`src/rtl/vga_timing_gen_if.sv`:
```
// Pixel-timing bundle between the VGA timing generator and its consumers.
// The consumer supplies the pixel enable; the generator drives everything else.
interface vga_timing_gen_if;
  logic        pix_ce;
  logic [9:0]  CounterX;
  logic [9:0]  CounterY;
  logic        inDisplayArea;
  logic        vga_h_sync;
  logic        vga_v_sync;
  logic        frame_start;
  logic [15:0] frame_count;

  modport master (
    input  pix_ce,
    output CounterX, CounterY, inDisplayArea, vga_h_sync, vga_v_sync,
           frame_start, frame_count
  );

  modport slave (
    output pix_ce,
    input  CounterX, CounterY, inDisplayArea, vga_h_sync, vga_v_sync,
           frame_start, frame_count
  );
endinterface

```
`src/rtl/vga_timing_gen.sv`:
```
// VGA raster timing: pix_ce-qualified X/Y counters, display-area flag, frame pulse/count,
// and sync pulses delayed SYNC_DELAY pixel stages to match a downstream colour pipeline.
module vga_timing_gen #(
  parameter int H_ACTIVE     = 640,
  parameter int H_FP         = 16,
  parameter int H_SYNC       = 96,
  parameter int H_BP         = 48,
  parameter int V_ACTIVE     = 480,
  parameter int V_FP         = 10,
  parameter int V_SYNC       = 2,
  parameter int V_BP         = 33,
  parameter int SYNC_ACT_LOW = 1,
  parameter int SYNC_DELAY   = 1
) (
  input logic              clk,
  input logic              reset,
  vga_timing_gen_if.master vga
);
  localparam int H_TOTAL = H_ACTIVE + H_FP + H_SYNC + H_BP;
  localparam int V_TOTAL = V_ACTIVE + V_FP + V_SYNC + V_BP;

  localparam logic [9:0] H_LAST = 10'(H_TOTAL - 1);
  localparam logic [9:0] V_LAST = 10'(V_TOTAL - 1);
  localparam logic [9:0] H_ACT  = 10'(H_ACTIVE);
  localparam logic [9:0] V_ACT  = 10'(V_ACTIVE);
  localparam logic [9:0] H_SS   = 10'(H_ACTIVE + H_FP);
  localparam logic [9:0] H_SE   = 10'(H_ACTIVE + H_FP + H_SYNC - 1);
  localparam logic [9:0] V_SS   = 10'(V_ACTIVE + V_FP);
  localparam logic [9:0] V_SE   = 10'(V_ACTIVE + V_FP + V_SYNC - 1);
  localparam logic       ACT_LOW = (SYNC_ACT_LOW != 0);

  logic       started;
  logic       wrapX, wrapY;
  logic [9:0] nextX, nextY;
  logic       hRaw, vRaw;
  logic       hOut, vOut;

  // Next raster position; the first enabled edge after reset only presents (0,0).
  always_comb begin
    wrapX = (vga.CounterX == H_LAST);
    wrapY = (vga.CounterY == V_LAST);
    nextX = wrapX ? 10'd0 : vga.CounterX + 10'd1;
    nextY = vga.CounterY;
    if (wrapX) nextY = wrapY ? 10'd0 : vga.CounterY + 10'd1;
    if (!started) begin
      nextX = 10'd0;
      nextY = 10'd0;
    end
  end

  // Flags are decoded from the next position so they register in step with the counters.
  always_ff @(posedge clk or posedge reset) begin
    if (reset) begin
      started           <= 1'b0;
      vga.CounterX      <= 10'd0;
      vga.CounterY      <= 10'd0;
      vga.inDisplayArea <= 1'b0;
      vga.frame_start   <= 1'b0;
      vga.frame_count   <= 16'd0;
      hRaw              <= 1'b0;
      vRaw              <= 1'b0;
    end else begin
      vga.frame_start <= 1'b0;
      if (vga.pix_ce) begin
        started           <= 1'b1;
        vga.CounterX      <= nextX;
        vga.CounterY      <= nextY;
        vga.inDisplayArea <= (nextX < H_ACT) && (nextY < V_ACT);
        vga.frame_start   <= (nextX == 10'd0) && (nextY == 10'd0);
        hRaw              <= (nextX >= H_SS) && (nextX <= H_SE);
        vRaw              <= (nextY >= V_SS) && (nextY <= V_SE);
        if (started && wrapX && wrapY) vga.frame_count <= vga.frame_count + 16'd1;
      end
    end
  end

  generate
    if (SYNC_DELAY == 0) begin : gNoDelay
      assign hOut = hRaw;
      assign vOut = vRaw;
    end else begin : gDelay
      logic [SYNC_DELAY-1:0] hDly, vDly;

      always_ff @(posedge clk or posedge reset) begin
        if (reset) begin
          hDly <= '0;
          vDly <= '0;
        end else if (vga.pix_ce) begin
          hDly <= (hDly << 1) | SYNC_DELAY'(hRaw);
          vDly <= (vDly << 1) | SYNC_DELAY'(vRaw);
        end
      end

      assign hOut = hDly[SYNC_DELAY-1];
      assign vOut = vDly[SYNC_DELAY-1];
    end
  endgenerate

  assign vga.vga_h_sync = hOut ^ ACT_LOW;
  assign vga.vga_v_sync = vOut ^ ACT_LOW;
endmodule

```
`src/flat_wrapper.sv`:
```
// flat-port wrapper written by rule: the top's interface ports become plain ports
module vga_timing_gen_flat 
#(
  parameter int H_ACTIVE     = 640,
  parameter int H_FP         = 16,
  parameter int H_SYNC       = 96,
  parameter int H_BP         = 48,
  parameter int V_ACTIVE     = 480,
  parameter int V_FP         = 10,
  parameter int V_SYNC       = 2,
  parameter int V_BP         = 33,
  parameter int SYNC_ACT_LOW = 1,
  parameter int SYNC_DELAY   = 1
)
  (clk, reset, vga_pix_ce, vga_CounterX, vga_CounterY, vga_inDisplayArea, vga_vga_h_sync, vga_vga_v_sync, vga_frame_start, vga_frame_count);
  vga_timing_gen_if vga_i ();
  input logic clk;
  input logic reset;
  input wire logic [$bits(vga_i.pix_ce)-1:0] vga_pix_ce;
  output wire logic [$bits(vga_i.CounterX)-1:0] vga_CounterX;
  output wire logic [$bits(vga_i.CounterY)-1:0] vga_CounterY;
  output wire logic [$bits(vga_i.inDisplayArea)-1:0] vga_inDisplayArea;
  output wire logic [$bits(vga_i.vga_h_sync)-1:0] vga_vga_h_sync;
  output wire logic [$bits(vga_i.vga_v_sync)-1:0] vga_vga_v_sync;
  output wire logic [$bits(vga_i.frame_start)-1:0] vga_frame_start;
  output wire logic [$bits(vga_i.frame_count)-1:0] vga_frame_count;
  assign vga_i.pix_ce = vga_pix_ce;
  assign vga_CounterX = vga_i.CounterX;
  assign vga_CounterY = vga_i.CounterY;
  assign vga_inDisplayArea = vga_i.inDisplayArea;
  assign vga_vga_h_sync = vga_i.vga_h_sync;
  assign vga_vga_v_sync = vga_i.vga_v_sync;
  assign vga_frame_start = vga_i.frame_start;
  assign vga_frame_count = vga_i.frame_count;
  vga_timing_gen #(.H_ACTIVE(H_ACTIVE), .H_FP(H_FP), .H_SYNC(H_SYNC), .H_BP(H_BP), .V_ACTIVE(V_ACTIVE), .V_FP(V_FP), .V_SYNC(V_SYNC), .V_BP(V_BP), .SYNC_ACT_LOW(SYNC_ACT_LOW), .SYNC_DELAY(SYNC_DELAY)) u_core (.clk(clk), .reset(reset), .vga(vga_i));
endmodule
```
`config.mk`:
```
export PLATFORM = sky130hd
export DESIGN_NAME = vga_timing_gen_flat
export DESIGN_NICKNAME = d
export VERILOG_FILES = /design/src/rtl/vga_timing_gen_if.sv /design/src/rtl/vga_timing_gen.sv /design/src/flat_wrapper.sv
export SDC_FILE = /design/constraint.sdc
export NUM_CORES = 1
export LEC_CHECK = 0
export ABC_AREA = 1
export BUFFER_PORTS_ARGS = -buffer_cell sky130_fd_sc_hd__buf_2
export CELL_PAD_IN_SITES_DETAIL_PLACEMENT = 0
export CELL_PAD_IN_SITES_GLOBAL_PLACEMENT = 1
export CORE_ASPECT_RATIO = 0.7
export CORE_MARGIN = 2
export CORE_UTILIZATION = 37
export CTS_CLUSTER_DIAMETER = 150
export DETAILED_ROUTE_END_ITERATION = 8
export PLACE_DENSITY = 0.87
export SYNTH_ARGS = -nofsm -noshare
export SYNTH_HDL_FRONTEND = slang
export SYNTH_SLANG_ARGS = --single-unit
export TNS_END_PERCENT = 100
```
`constraint.sdc`:
```
create_clock -name clk -period 1.8 [get_ports clk]
set_clock_uncertainty 0.05 [all_clocks]
set_input_delay 0 -clock clk [delete_from_list [all_inputs] [get_ports clk]]
set_output_delay 0 -clock clk [all_outputs]
set_load 0.005 [all_outputs]
```
# After elaboration in Yosys (flattened, before gate mapping)

Index checks and enable logic that the tools add are counted.

Equality and inequality tests: 2
Bitwise operators: 2
Add/subtract/negate cells: 3
Reduce and logical (&&, ||, !) cells: 9
Div/mod/pow operators: 0
Multiplexer cells: 6
Order comparisons: 6
Shift operators: 0
Multiply operators: 0

Operators by type and width:

| cell                    | count |
|---|---|
| $mux W10                | 5 |
| $add A10 B1 Y10 const B | 2 |
| $eq A10 B10 Y1 const B  | 2 |
| $logic_not A10 Y1       | 2 |
| $add A16 B1 Y16 const B | 1 |
| $ge A10 B10 Y1 const B  | 1 |
| $ge A10 B9 Y1 const B   | 1 |
| $le A10 B10 Y1 const B  | 1 |
| $le A10 B9 Y1 const B   | 1 |
| $lt A10 B10 Y1 const B  | 1 |
| $lt A10 B9 Y1 const B   | 1 |
| $logic_and A1 B1 Y1     | 6 |
| $not A1 Y1              | 2 |
| $reduce_and A2 Y1       | 1 |
| $mux W1                 | 1 |

Output and inout bits: 40
Flip-flop bits (word level): 43
Logic and storage cells: 38
RAM bits: 0
ROM bits: 0
Bits in latches: 0
Input port bits: 3
Memories: 0

# Depth between registers and ports, before layout

Gate-level depths: netlist (run 1).

Depth after elaboration: 7
Gate-level depth with buffers: 13
Mapped depth without buffers: 13

# Worst setup path after synthesis (run 1)

No wires, ideal clock.

Path type: reg-to-reg
From: reg u_core.vga.CounterX[0]
To: reg u_core.vga.frame_count[5] in the netlist's numbering
Arrival time: 1554 ps
Clock period less this slack: 1727 ps
Stages on the path, launching flop included: 10
Library setup time: 123 ps
Path slack: 73 ps
Required time: 1627 ps
Path buffers: 0
Cell sequence: dfrtp_1 > ha_1 > nand2_2 > nor2_8 > nand3_4 > nor2_4 > nand2_4 > nor2_1 > nand3_1 > xor2_1

Word-level cells in the longest chain between the ends: 4

Ends and longest elaborated chain:

| item                               | RTL line                | text |
|---|---|---|
| from (decl)                        | vga_timing_gen_if.sv:15 | `output CounterX, CounterY, inDisplayArea, vga_h_sync, vga_v_sync,` |
| from (signal assigned)             | vga_timing_gen.sv:66    | `vga.CounterX <= nextX;` |
| $eq A10 B10 Y1                     | vga_timing_gen.sv:40    | `wrapX = (vga.CounterX == H_LAST);` |
| $logic_and A1 B1 Y1 (2 in series)  | vga_timing_gen.sv:72    | `if (started && wrapX && wrapY) vga.frame_count <= vga.frame_count + 16'd1;` |
| $reduce_and A2 Y1 (no source line) | --                      |  |
| to (signal assigned)               | vga_timing_gen.sv:72    |  |
| to (decl)                          | vga_timing_gen_if.sv:16 | `frame_start, frame_count` |

No other way between the ends.
A chain may end at the register's enable or synchronous reset.

# Final worst setup path (run 1)

From: reg u_core.vga.CounterX[1]
To: reg u_core.vga.frame_count[12] in the netlist's numbering

Same word-level chain as after synthesis.

==> results of run 1 <==
-- cell usage after synthesis --
master	n	share of area (%)
dfrtp_1	43	40
nor2_8	1	0.75
nor2_1	42	5.9
nor2_4	3	1.3
nand2_4	1	0.42
or2_2	1	0.24
a21oi_1	1	0.19
nor2_2	3	0.71
xnor2_1	6	2.0
inv_2	1	0.14
nand2_2	3	0.71
o21a_1	1	0.28
nor3_1	2	0.38
nand3_4	1	0.66
nand4_1	13	3.1
xor2_1	14	4.6
o21ai_0	27	5.1
nor4_1	1	0.24
nor4_2	1	0.47
nand4_2	1	0.47
ha_1	4	1.9
nand2_1	111	16
nor3_2	1	0.38
o21bai_1	1	0.28
inv_1	45	6.4
clkbuf_1	7	0.99
nand3_1	34	6.4
-- layer usage --
layer  vias up  GRT usage [%]  part of all wire [%]
li1       1366              -                     -
met1      1243           29.7                    51
met2        45           28.5                    45
met3         7           4.33                   3.6
met4         0           3.70                  0.70
met5         -              0                     0
-- worst paths after layout --
path	from	end	cells past startpoint
setup / recovery	u_core.vga.CounterX[1]$_DFFE_PP0P_	u_core.vga.frame_count[12]$_DFFE_PP0P_	9
setup reg to reg	u_core.vga.CounterX[1]$_DFFE_PP0P_	u_core.vga.frame_count[12]$_DFFE_PP0P_	9
min in group asynchronous	reset	u_core.vga.frame_count[15]$_DFFE_PP0P_	4
hold reg to reg	u_core.vga.frame_count[15]$_DFFE_PP0P_	u_core.vga.frame_count[15]$_DFFE_PP0P_	1
hold / removal	vga_pix_ce	u_core.vga.CounterY[5]$_DFFE_PP0P_	3
max in group asynchronous	reset	u_core.vga.CounterX[4]$_DFFE_PP0P_	4
-- final cells by class --
class | count | area, um2 | area share, %
Multi-Input combinational cell | 273 | 1590 | 43.1
Sequential cell | 43 | 1080 | 29.2
Timing Repair Buffer | 95 | 646 | 17.5
Inverter | 46 | 173 | 4.68
Tap cell | 94 | 118 | 3.19
Clock buffer | 6 | 72.6 | 1.97
Clock inverter | 2 | 12.5 | 0.339
-- tightest hold or removal path: stages --
cell,delay [ns]
buf_2,0.11
buf_4,0.22
o21ai_0,0.11
-- stage by stage --
step / utilization [%] / setup TNS, ns
global placement: 47.3 / -0.334
finish: 53.8 / -0.793
floorplan: - / 0
CTS: 50.7 / -0.695
global route: 53.8 / -2.98
detailed placement: 47.3 / -0.913
-- power by group --
group,total [mW],internal [mW],switching (mW)
combinational,1.26,0.567,0.689
clock,0.625,0.272,0.353
sequential,1.22,1.08,0.140
total,3.10,1.92,1.18
-- cells in the final DEF (no fill, tap or decap), types with 5 or more instances in the layout --
master and n:
xor2_1 13, nand2_1 109, nand3_2 5, buf_6 6, nand3_1 27, dfrtp_1 42, nand4_1 13, nor2_4 9
nor2_2 8, nor2_1 31, o21ai_0 22, clkbuf_8 5, buf_4 45, buf_2 42, inv_1 41
-- what timing repair did --
| action | CTS | global route |
|---|---|---|
| hold buffers | 1 | 0 |
| pin swaps | 8 | 18 |
| setup buffers | 5 | 11 |
| setup endpoints to repair | 17 | 29 |
| hold endpoints to repair | 43 | 0 |
| gates resized for setup | 25 | 34 |
-- flip-flops by register name, indices dropped and copies added, names as in the netlist --
name                      count
u_core.gDelay.vDly            1
u_core.vga.CounterX          10
u_core.vga.CounterY          10
u_core.vga.frame_start        1
u_core.started                1
u_core.vga.frame_count       16
u_core.vga.inDisplayArea      1
u_core.gDelay.hDly            1
u_core.vRaw                   1
u_core.hRaw                   1
-- cells by family (layout without fill, tap and decap cells) --
logic type | count (synthesis) | count (layout) | share of synthesized area (%)
AND/OR/NAND/NOR | 219 | 219 | 37.7
buffers and inverters | 53 | 149 | 7.48
flip-flops | 43 | 43 | 40.5
AO/OA/AOI/OAI | 30 | 30 | 5.84
XOR/XNOR | 20 | 20 | 6.59
adder cells (fa/ha/maj) | 4 | 4 | 1.88
==> impl_summary.txt, run 1 <==
----------------------------------------------------
[Setup path]
  Critical Path Max Stage Delay ... 0.40 ns
  Cell type group with the largest total delay on the critical path ... simple AND/OR/NAND/NOR gates
  Slack of the worst reg-to-reg path ... -0.11 ns
  Start-to-end type of the worst setup path ... reg -> reg
  CP Launch Type ... register
  CP endpoint kind ... register
  Worst path buffer plus inverter count ... 1
  Maximum net fanout on the critical path ... 7
  Worst EP arrival ... 2.08 ns
  Data required, critical path ... 1.98 ns
  Critical Path, Cell by Cell ... ha_4 -> nand2_4 -> nor2_8 -> buf_6 -> nand3_4 -> nor2_4 -> nand4_1 -> nor3_2 -> xor2_1
  Max stage delay cell, worst path ... dfrtp_1

[Layout]
  Count of inserted antenna diode cells ... 0
  Number of inserted filler cells in the final layout ... 645
  Share of cells above drive strength 1 ... 32.7%
  Non-filler instance count after layout ... 559
  Layout Cell Area excl Fill ... 3690 um2
  Area added between synthesis and finish ... 38.6%
  Layout Nets ... 471

[Timing]
  Slew at the pin closest to its max-slew limit ... 0.863 ns
  Final clock period utilization by the worst path ... 106%
  RSZ-0062 raised after global routing ... yes
  Slew Limit Fails ... 0
  Hold violation total from the final report ... 0
  Final setup violation count ... 13
  Smallest setup slack after layout ... -0.108 ns
  Hold slack ... 0.134 ns
  Highest achievable clock rate ... 0.524 GHz
  Minimum clock period after layout ... 1.91 ns
  Headroom to the max-slew limit ... 42.4%

[Pwr]
  Worst-case vdd ir drop ... 0.614 mV
  Pleak ... 1.99 nW
  Power density over the cells ... 841 nW/um2
  Sum of internal, switching and leakage power ... 3.10 mW

[Die]
  I/O Pins ... 43
  Core Region ... 6850 um2
  Starting density of the core ... 38.8%
  FP Rows ... 25
  Die extent in y ... 74.9 um
  Area of the die ... 7890 um2
  Die Wd ... 105 um

[Placed design]
  Total cell area at the placement stage ... 3240 um2
  Post-detail-place hpwl ... 5.38 mm
  Instance count after placement with tap cells included ... 535
  Routability cong. ... 0.936
  Worst setup slack after placement ... -0.153 ns
  Number of I/O port buffers ... 42

[Detailed routing]
  WL final ... 7.38 mm
  Number of nets still failing antenna checks after routing ... 0
  Total number of vias ... 2661
  Routed vias/inst ... 4.76
  DRC violations left ... 0
  1st-pass router iterations ... 4
  WL/cell ... 13.2 um
  Iter 0 DRT Violations ... 146

[Clocking]
  Clk_lat worst skew ... 0.30 ns
  Maximum level of the CTS H-tree ... 2
  Number of CTS-inserted buffers ... 5
  Clock tree from TritonCTS ... done
  Clock transition at the register clock pins on the worst setup and hold paths after CTS ... 0.09 ns
  Max Buffers Root-to-Sink ... 2
  Cell chosen for the clock root ... clkbuf_8
  # clock sinks ... 43

[Outcome]
  Status ... finished with violations
  Violated checks ... setup timing

[Logic synthesis]
  Sequential cell area fraction in the yosys report ... 40.5%
  Number of distinct library cells after synthesis ... 27
  Number of cells produced by synthesis ... 369
  Nets in the synthesized netlist ... 376
  Syn Area/Cell ... 7.21 um2
  Synthesis Warnings ... 0
  Post-synthesis instance area ... 2660 um2
  Post-synthesis sequential element count ... 43

[Global routing]
  Pin count of the biggest net entering global routing ... 44
  Via count of the first global-routing pass ... 2428
  Congestion Overflow GR ... 0
  Antenna violations before repair ... 0
  First-pass GRT wire length ... 12.0 mm
  GRT Overall Usage ... 19.5%

[Worst hold path]
  Type of the tightest min-delay check ... in -> reg

[Flow run]
  Number of maximum-capacitance violations ... 0

----------------------------------------------------
Note: power is estimated with default switching activity, not from simulation.
==> inputs of run 2 (changes only) <==
- CELL_PAD_IN_SITES_DETAIL_PLACEMENT: 0 -> unset
- CELL_PAD_IN_SITES_GLOBAL_PLACEMENT: 1 -> unset
- CORE_UTILIZATION: 37 -> 51
==> impl_summary.txt, run 2 (synthesis results as in run 1) <==
----------------------------------------------------
[Layout]
  Register bank with the most flops ... u_core.vga.frame_count
  Register Area ... 1080 um2 (+0.12%)
  Area added between synthesis and finish ... 36.1%
  Flip-flop count of the largest register, all copies and words added ... 16 (unchanged)
  Commonest non-fill, non-tap cells in the layout ... nand2_1 (106), buf_2 (42), dfrtp_1 (41), inv_1 (40), buf_4 (37)
  Number of inserted filler cells in the final layout ... 354 (-45%)
  Area used by multi-input combinational logic ... 1600 um2 (+0.95%)
  Biggest registers after layout ... u_core.vga.frame_count (16), u_core.vga.CounterX (10), u_core.vga.CounterY (10)
  Utilization after layout ... 74.0% (+20 points)
  Layout Nets ... 462 (-1.9%)
  Share of cells above drive strength 1 ... 33.1% (+0.43 points)
  Count of inserted antenna diode cells ... 0 (unchanged)
  Most common cell after layout, fill and taps aside ... nand2_1

[Timing]
  Hold violation total from the final report ... 0 (unchanged)
  Highest achievable clock rate ... 0.515 GHz (-1.8%)
  RSZ-0062 raised after global routing ... yes
  Hold slack ... 0.0773 ns (-0.0570 ns)
  Slew Limit Fails ... 0 (unchanged)
  Slew at the pin closest to its max-slew limit ... 0.898 ns (+0.0352 ns)
  Final clock period utilization by the worst path ... 108% (+2.0 points)
  Minimum clock period after layout ... 1.94 ns (+0.0357 ns)
  Final setup violation count ... 15 (+2)
  Smallest setup slack after layout ... -0.143 ns (-0.0357 ns)
  Headroom to the max-slew limit ... 40.0% (-2.3 points)

[Setup path]
  Start-to-end type of the worst setup path ... reg -> reg
  Critical Path Max Stage Delay ... 0.40 ns (about the same)
  Max stage delay cell, worst path ... dfrtp_1
  Cell type group with the largest total delay on the critical path ... simple AND/OR/NAND/NOR gates
  Worst path buffer plus inverter count ... 1 (unchanged)
  CP endpoint kind ... register
  Data required, critical path ... 1.97 ns (about the same)
  CP Launch Type ... register
  Worst EP arrival ... 2.12 ns (+0.04 ns)
  Critical Path, Cell by Cell ... ha_4 -> nand2_4 -> nor2_8 -> buf_6 -> nand3_4 -> nor2_4 -> nand4_1 -> nor3_2 -> xor2_1
  Maximum net fanout on the critical path ... 6 (-1)

[Outcome]
  Violated checks ... setup timing
  Status ... finished with violations

[Global routing]
  Antenna violations before repair ... 0 (unchanged)
  Pin count of the biggest net entering global routing ... 44 (unchanged)
  Via count of the first global-routing pass ... 2698 (+11%)
  First-pass GRT wire length ... 12.5 mm (+3.8%)
  Congestion Overflow GR ... 0 (unchanged)
  GRT Overall Usage ... 26.8% (+7.4 points)

[Detailed routing]
  Iter 0 DRT Violations ... 319 (+120%)
  Routed vias/inst ... 5.46 (+15%)
  1st-pass router iterations ... 5 (+1)
  WL final ... 8.13 mm (+10%)
  Number of nets still failing antenna checks after routing ... 0 (unchanged)
  Total number of vias ... 2868 (+7.8%)
  WL/cell ... 15.5 um (+17%)
  DRC violations left ... 0 (unchanged)

[Die]
  I/O Pins ... 43 (unchanged)
  Starting density of the core ... 54.4% (+16 points)
  Die Wd ... 90.3 um (-14%)
  Core Region ... 4890 um2 (-29%)
  Die extent in y ... 64.4 um (-14%)
  FP Rows ... 21 (-16%)
  Area of the die ... 5820 um2 (-26%)

[Pwr]
  Sum of internal, switching and leakage power ... 3.27 mW (+5.5%)
  Worst-case vdd ir drop ... 0.613 mV (-0.21%)
  Power density over the cells ... 904 nW/um2 (+7.5%)
  Pleak ... 1.95 nW (-1.7%)

[Clocking]
  Max Buffers Root-to-Sink ... 2 (unchanged)
  # clock sinks ... 43 (unchanged)
  Number of CTS-inserted buffers ... 5 (unchanged)
  Cell chosen for the clock root ... clkbuf_8
  Maximum level of the CTS H-tree ... 2 (unchanged)
  Clk_lat worst skew ... 0.31 ns (about the same)
  Clock transition at the register clock pins on the worst setup and hold paths after CTS ... 0.08 ns (about the same)
  Clock tree from TritonCTS ... done

[Placed design]
  Routability cong. ... 0.932 (-0.50%)
  Number of I/O port buffers ... 42 (unchanged)
  Worst setup slack after placement ... -0.159 ns (-0.00587 ns)
  Post-detail-place hpwl ... 5.18 mm (-3.6%)

[Worst hold path]
  Type of the tightest min-delay check ... in -> reg

[Flow run]
  Number of maximum-capacitance violations ... 0 (unchanged)

----------------------------------------------------
## run 2: repair_timing
action | 4_1_cts | 5_1_grt
buffers inserted | 5 | 11
resized for setup | 18 | 50
hold buffers | 1 | 0
endpoints found under the setup margin | 14 | 25
endpoints found under the hold margin | 43 | 0
pin swaps | 9 | 20
## run 2: cell type report
cell class	count	share of cell area (%)
Inverter	46	4.77
Sequential cell	43	29.8
Tap cell	69	2.39
Clock buffer	5	1.90
Multi-Input combinational cell	273	44.3
Timing Repair Buffer	86	15.6
Clock inverter	3	1.21
## run 2: path summary, 6_finish.rpt
kind                       depth (start not counted)                                   start  slack [ns]                                endpoint
setup reg to reg                                   9      u_core.vga.CounterX[1]$_DFFE_PP0P_       -0.14  u_core.vga.frame_count[12]$_DFFE_PP0P_
min in group asynchronous                          4                                   reset        0.31          u_core.gDelay.hDly$_DFFE_PP0P_
max in group asynchronous                          4                                   reset        0.98      u_core.vga.CounterY[2]$_DFFE_PP0P_
hold reg to reg                                    1  u_core.vga.frame_count[15]$_DFFE_PP0P_        0.42  u_core.vga.frame_count[15]$_DFFE_PP0P_
setup / recovery                                   9      u_core.vga.CounterX[1]$_DFFE_PP0P_       -0.14  u_core.vga.frame_count[12]$_DFFE_PP0P_
hold / removal                                     3                              vga_pix_ce        0.08      u_core.vga.CounterX[1]$_DFFE_PP0P_
## run 2: where the power goes
group	total, mW	switching [mW]	internal, mW
logic	1.27	0.726	0.541
clock network	0.779	0.366	0.414
registers	1.22	0.147	1.08
total	3.27	1.24	2.03
## run 2: metrics by stage
stage,TNS [ns],area (um2),std cells
3_5_place_dp,-0.758,3140,501
6_report,-1.43,3620,525
5_1_grt,-3.18,3620,525
4_1_cts,-0.472,3370,515
3_3_place_gp,-0.123,3140,501
2_1_floorplan,0,2660,369
## run 2: tightest hold or removal path, delay by kind of cell
kind / cells / cell delay (ns)
buf+inv: 1 / 0.22
simple gates: 2 / 0.17
## run 2: per-layer routing
| metal | part of all wire, % | wire length (um) | vias to the layer above | track usage (%) |
|---|---|---|---|---|
| li1 | - | - | 1342 | - |
| met4 | 1.5 | 119 | 0 | 8.27 |
| met3 | 8.1 | 660 | 17 | 4.88 |
| met1 | 42 | 3450 | 1366 | 36.4 |
| met5 | 0 | 0 | - | 0 |
| met2 | 48 | 3910 | 143 | 44.4 |
==> inputs of run 3 (changes only) <==
- clock period: 1.8 -> 1.7 ns (I/O delays scaled with it)
==> impl_summary.txt, run 3 (synthesis results as in run 1) <==
----------------------------------------------------
[Timing]
  RSZ-0062 raised after global routing ... yes
  Hold violation total from the final report ... 0 (unchanged)
  Slew at the pin closest to its max-slew limit ... 0.556 ns (-0.342 ns)
  Minimum clock period after layout ... 2.16 ns (+0.218 ns)
  Headroom to the max-slew limit ... 62.9% (+23 points)
  Slew Limit Fails ... 0 (unchanged)
  Final total negative setup slack ... -6.03 ns (-4.59 ns)
  Smallest setup slack after layout ... -0.461 ns (-0.318 ns)
  Hold slack ... 0.103 ns (+0.0255 ns)
  Final clock period utilization by the worst path ... 127% (+19 points)
  Highest achievable clock rate ... 0.463 GHz (-10%)
  Final setup violation count ... 31 (+16)

[Setup path]
  CP endpoint kind ... register
  Number of cells on the worst reg-to-reg path ... 11 (+2)
  Source of the critical timing path ... u_core.vga.CounterX[1]$_DFFE_PP0P_
  Critical Path Max Stage Delay ... 0.41 ns (about the same)
  Maximum net fanout on the critical path ... 7 (+1)
  Max stage delay cell, worst path ... dfrtp_1
  Start-to-end type of the worst setup path ... reg -> reg
  Worst EP arrival ... 2.33 ns (+0.21 ns)
  CP Launch Type ... register
  Critical path destination ... u_core.vga.inDisplayArea$_DFFE_PP0P_
  Startpoint of the worst register-to-register path ... u_core.vga.CounterX[1]$_DFFE_PP0P_
  Data required, critical path ... 1.86 ns (-0.11 ns)
  Capturing point of the worst reg2reg path ... u_core.vga.inDisplayArea$_DFFE_PP0P_
  Critical Path, Cell by Cell ... ha_4 -> nand2_4 -> nor2_8 -> buf_4 -> nand4_4 -> nand2_1 -> nand3_1 -> nor2_1 -> nand4_1 -> nand2_1 -> nand2_1
  Slack of the worst reg-to-reg path ... -0.46 ns (-0.32 ns)
  Dominant cell type by count on the critical path ... nand2_1

[Die]
  Starting density of the core ... 54.4% (unchanged)
  Core Region ... 4890 um2 (unchanged)
  Die extent in y ... 64.4 um (unchanged)
  Area of the die ... 5820 um2 (unchanged)
  FP Rows ... 21 (unchanged)
  Die Wd ... 90.3 um (unchanged)
  I/O Pins ... 43 (unchanged)

[Clocking]
  Clock transition at the register clock pins on the worst setup and hold paths after CTS ... 0.09 ns (about the same)
  Cell chosen for the clock root ... clkbuf_8
  Clk_lat worst skew ... 0.32 ns (about the same)
  Max Buffers Root-to-Sink ... 2 (unchanged)
  # clock sinks ... 43 (unchanged)
  Number of CTS-inserted buffers ... 5 (unchanged)
  Maximum level of the CTS H-tree ... 2 (unchanged)
  Clock tree from TritonCTS ... done

[Layout]
  Area added between synthesis and finish ... 52.3%
  Layout Cell Area excl Fill ... 4050 um2 (+12%)
  Non-filler instance count after layout ... 556 (+5.9%)
  Flip-flop count of the largest register, all copies and words added ... 16 (unchanged)
  Count of inserted antenna diode cells ... 0 (unchanged)
  Utilization after layout ... 82.9% (+8.8 points)
  Biggest registers after layout ... u_core.vga.frame_count (16), u_core.vga.CounterX (10), u_core.vga.CounterY (10)
  Layout Nets ... 493 (+6.7%)
  Register bank with the most flops ... u_core.vga.frame_count
  Share of cells above drive strength 1 ... 41.3% (+8.2 points)
  Commonest non-fill, non-tap cells in the layout ... nand2_1 (98), buf_4 (57), buf_2 (42), dfrtp_1 (42), inv_1 (41)
  Most common cell after layout, fill and taps aside ... nand2_1

[Pwr]
  Proportion of power drawn by flip-flops and latches ... 33.1% (-4.3 points)
  Sum of internal, switching and leakage power ... 3.88 mW (+19%)
  Internal power ... 2.35 mW (+16%)
  Power share of the clock group ... 21.9% (-1.9 points)
  Switching fraction of total power ... 39.3% (+1.5 points)
  Worst-case vdd ir drop ... 0.739 mV (+21%)
  Power density over the cells ... 958 nW/um2 (+5.9%)
  Fraction of power consumed by combinational cells ... 45.0% (+6.3 points)
  Pleak ... 2.15 nW (+9.9%)
  Net load switching power ... 1.53 mW (+23%)

[Outcome]
  Status ... finished with violations
  Violated checks ... setup timing

[Detailed routing]
  1st-pass router iterations ... 8 (+3)
  Total number of vias ... 3329 (+16%)
  WL final ... 10.4 mm (+28%)
  Number of nets still failing antenna checks after routing ... 0 (unchanged)
  Routed vias/inst ... 5.99 (+9.6%)
  WL/cell ... 18.7 um (+21%)
  DRC violations left ... 0 (unchanged)
  Iter 0 DRT Violations ... 619 (+94%)

[Placed design]
  Post-detail-place hpwl ... 5.57 mm (+7.5%)
  Total cell area at the placement stage ... 3370 um2 (+7.3%)
  Worst setup slack after placement ... -0.208 ns (-0.0497 ns)
  Instance count after placement with tap cells included ... 528 (+5.4%)
  Routability cong. ... 0.894 (-4.1%)
  Number of I/O port buffers ... 42 (unchanged)

[Worst hold path]
  Type of the tightest min-delay check ... in -> reg

[Global routing]
  GRT Overall Usage ... 31.1% (+4.2 points)
  Antenna violations before repair ... 0 (unchanged)
  Pin count of the biggest net entering global routing ... 44 (unchanged)
  Via count of the first global-routing pass ... 2974 (+10%)
  Congestion Overflow GR ... 0 (unchanged)
  First-pass GRT wire length ... 14.4 mm (+15%)

[Flow run]
  Number of maximum-capacitance violations ... 0 (unchanged)

----------------------------------------------------
-- run 3: cell count changes in the layout (fill, tap and decap cells not counted), moves of 4 or more --
cell     change
buf_4       +20
buf_6       +10
nand2_1      -8
nand2_2      +7
o21ai_0      -8
o21ai_1      +4
-- run 3: final cells by class --
cell class | instances | area [um2]
clock buffers | 5 | 68.8
flip-flops and latches | 43 | 1080
multi-input cells | 273 | 1750
well taps | 69 | 86.3
repair buffers | 117 | 848
clock inverters | 3 | 43.8
inverters | 46 | 175
fillers | 275 | 837
-- run 3: worst min-delay path by stage --
stage,from,to,depth (start not counted),slack (ns)
floorplan,reset,u_core.gDelay.hDly$_DFFE_PP0P_,1,0.21
global placement,reset,u_core.vga.CounterX[0]$_DFFE_PP0P_,3,0.10
detailed placement,reset,u_core.vga.CounterX[0]$_DFFE_PP0P_,3,0.11
CTS,vga_pix_ce,u_core.started$_DFFE_PP0P_,3,0.07
global route,vga_pix_ce,u_core.vga.CounterY[5]$_DFFE_PP0P_,3,0.12
finish,vga_pix_ce,u_core.started$_DFFE_PP0P_,3,0.10
-- run 3: worst max-delay path, delay by kind of cell, from the launching register on --
family        cells  cell delay [ns]
simple gates      9             1.31
flops             1             0.41
fa+ha+maj         1             0.17
buf+inv           1             0.13
-- run 3: power groups by stage --
stage          combinational (mW)  sequential [mW]  clock [mW]
6_report                     1.75             1.29       0.849
5_1_grt                      1.85             1.30       0.894
4_1_cts                      1.43             1.27       0.821
3_5_place_dp                 1.29             1.28           0
3_3_place_gp                 1.25             1.28           0
2_1_floorplan               0.591             1.33           0
-- run 3: layer usage --
| layer | global-route usage [%] | up-vias | wire [um] |
|---|---|---|---|
| met1 | 39.6 | 1531 | 3900 |
| li1 | - | 1404 | - |
| met4 | 11.7 | 0 | 623 |
| met2 | 52.6 | 304 | 4740 |
| met5 | 0 | - | 0 |
| met3 | 6.86 | 90 | 1130 |
-- run 3: what timing repair did --
action	4_1_cts	5_1_grt
pin swaps	16	28
hold buffers	1	0
endpoints found under the hold margin	43	0
gates resized for setup	43	66
buffers inserted	13	9
setup endpoints to repair	27	36
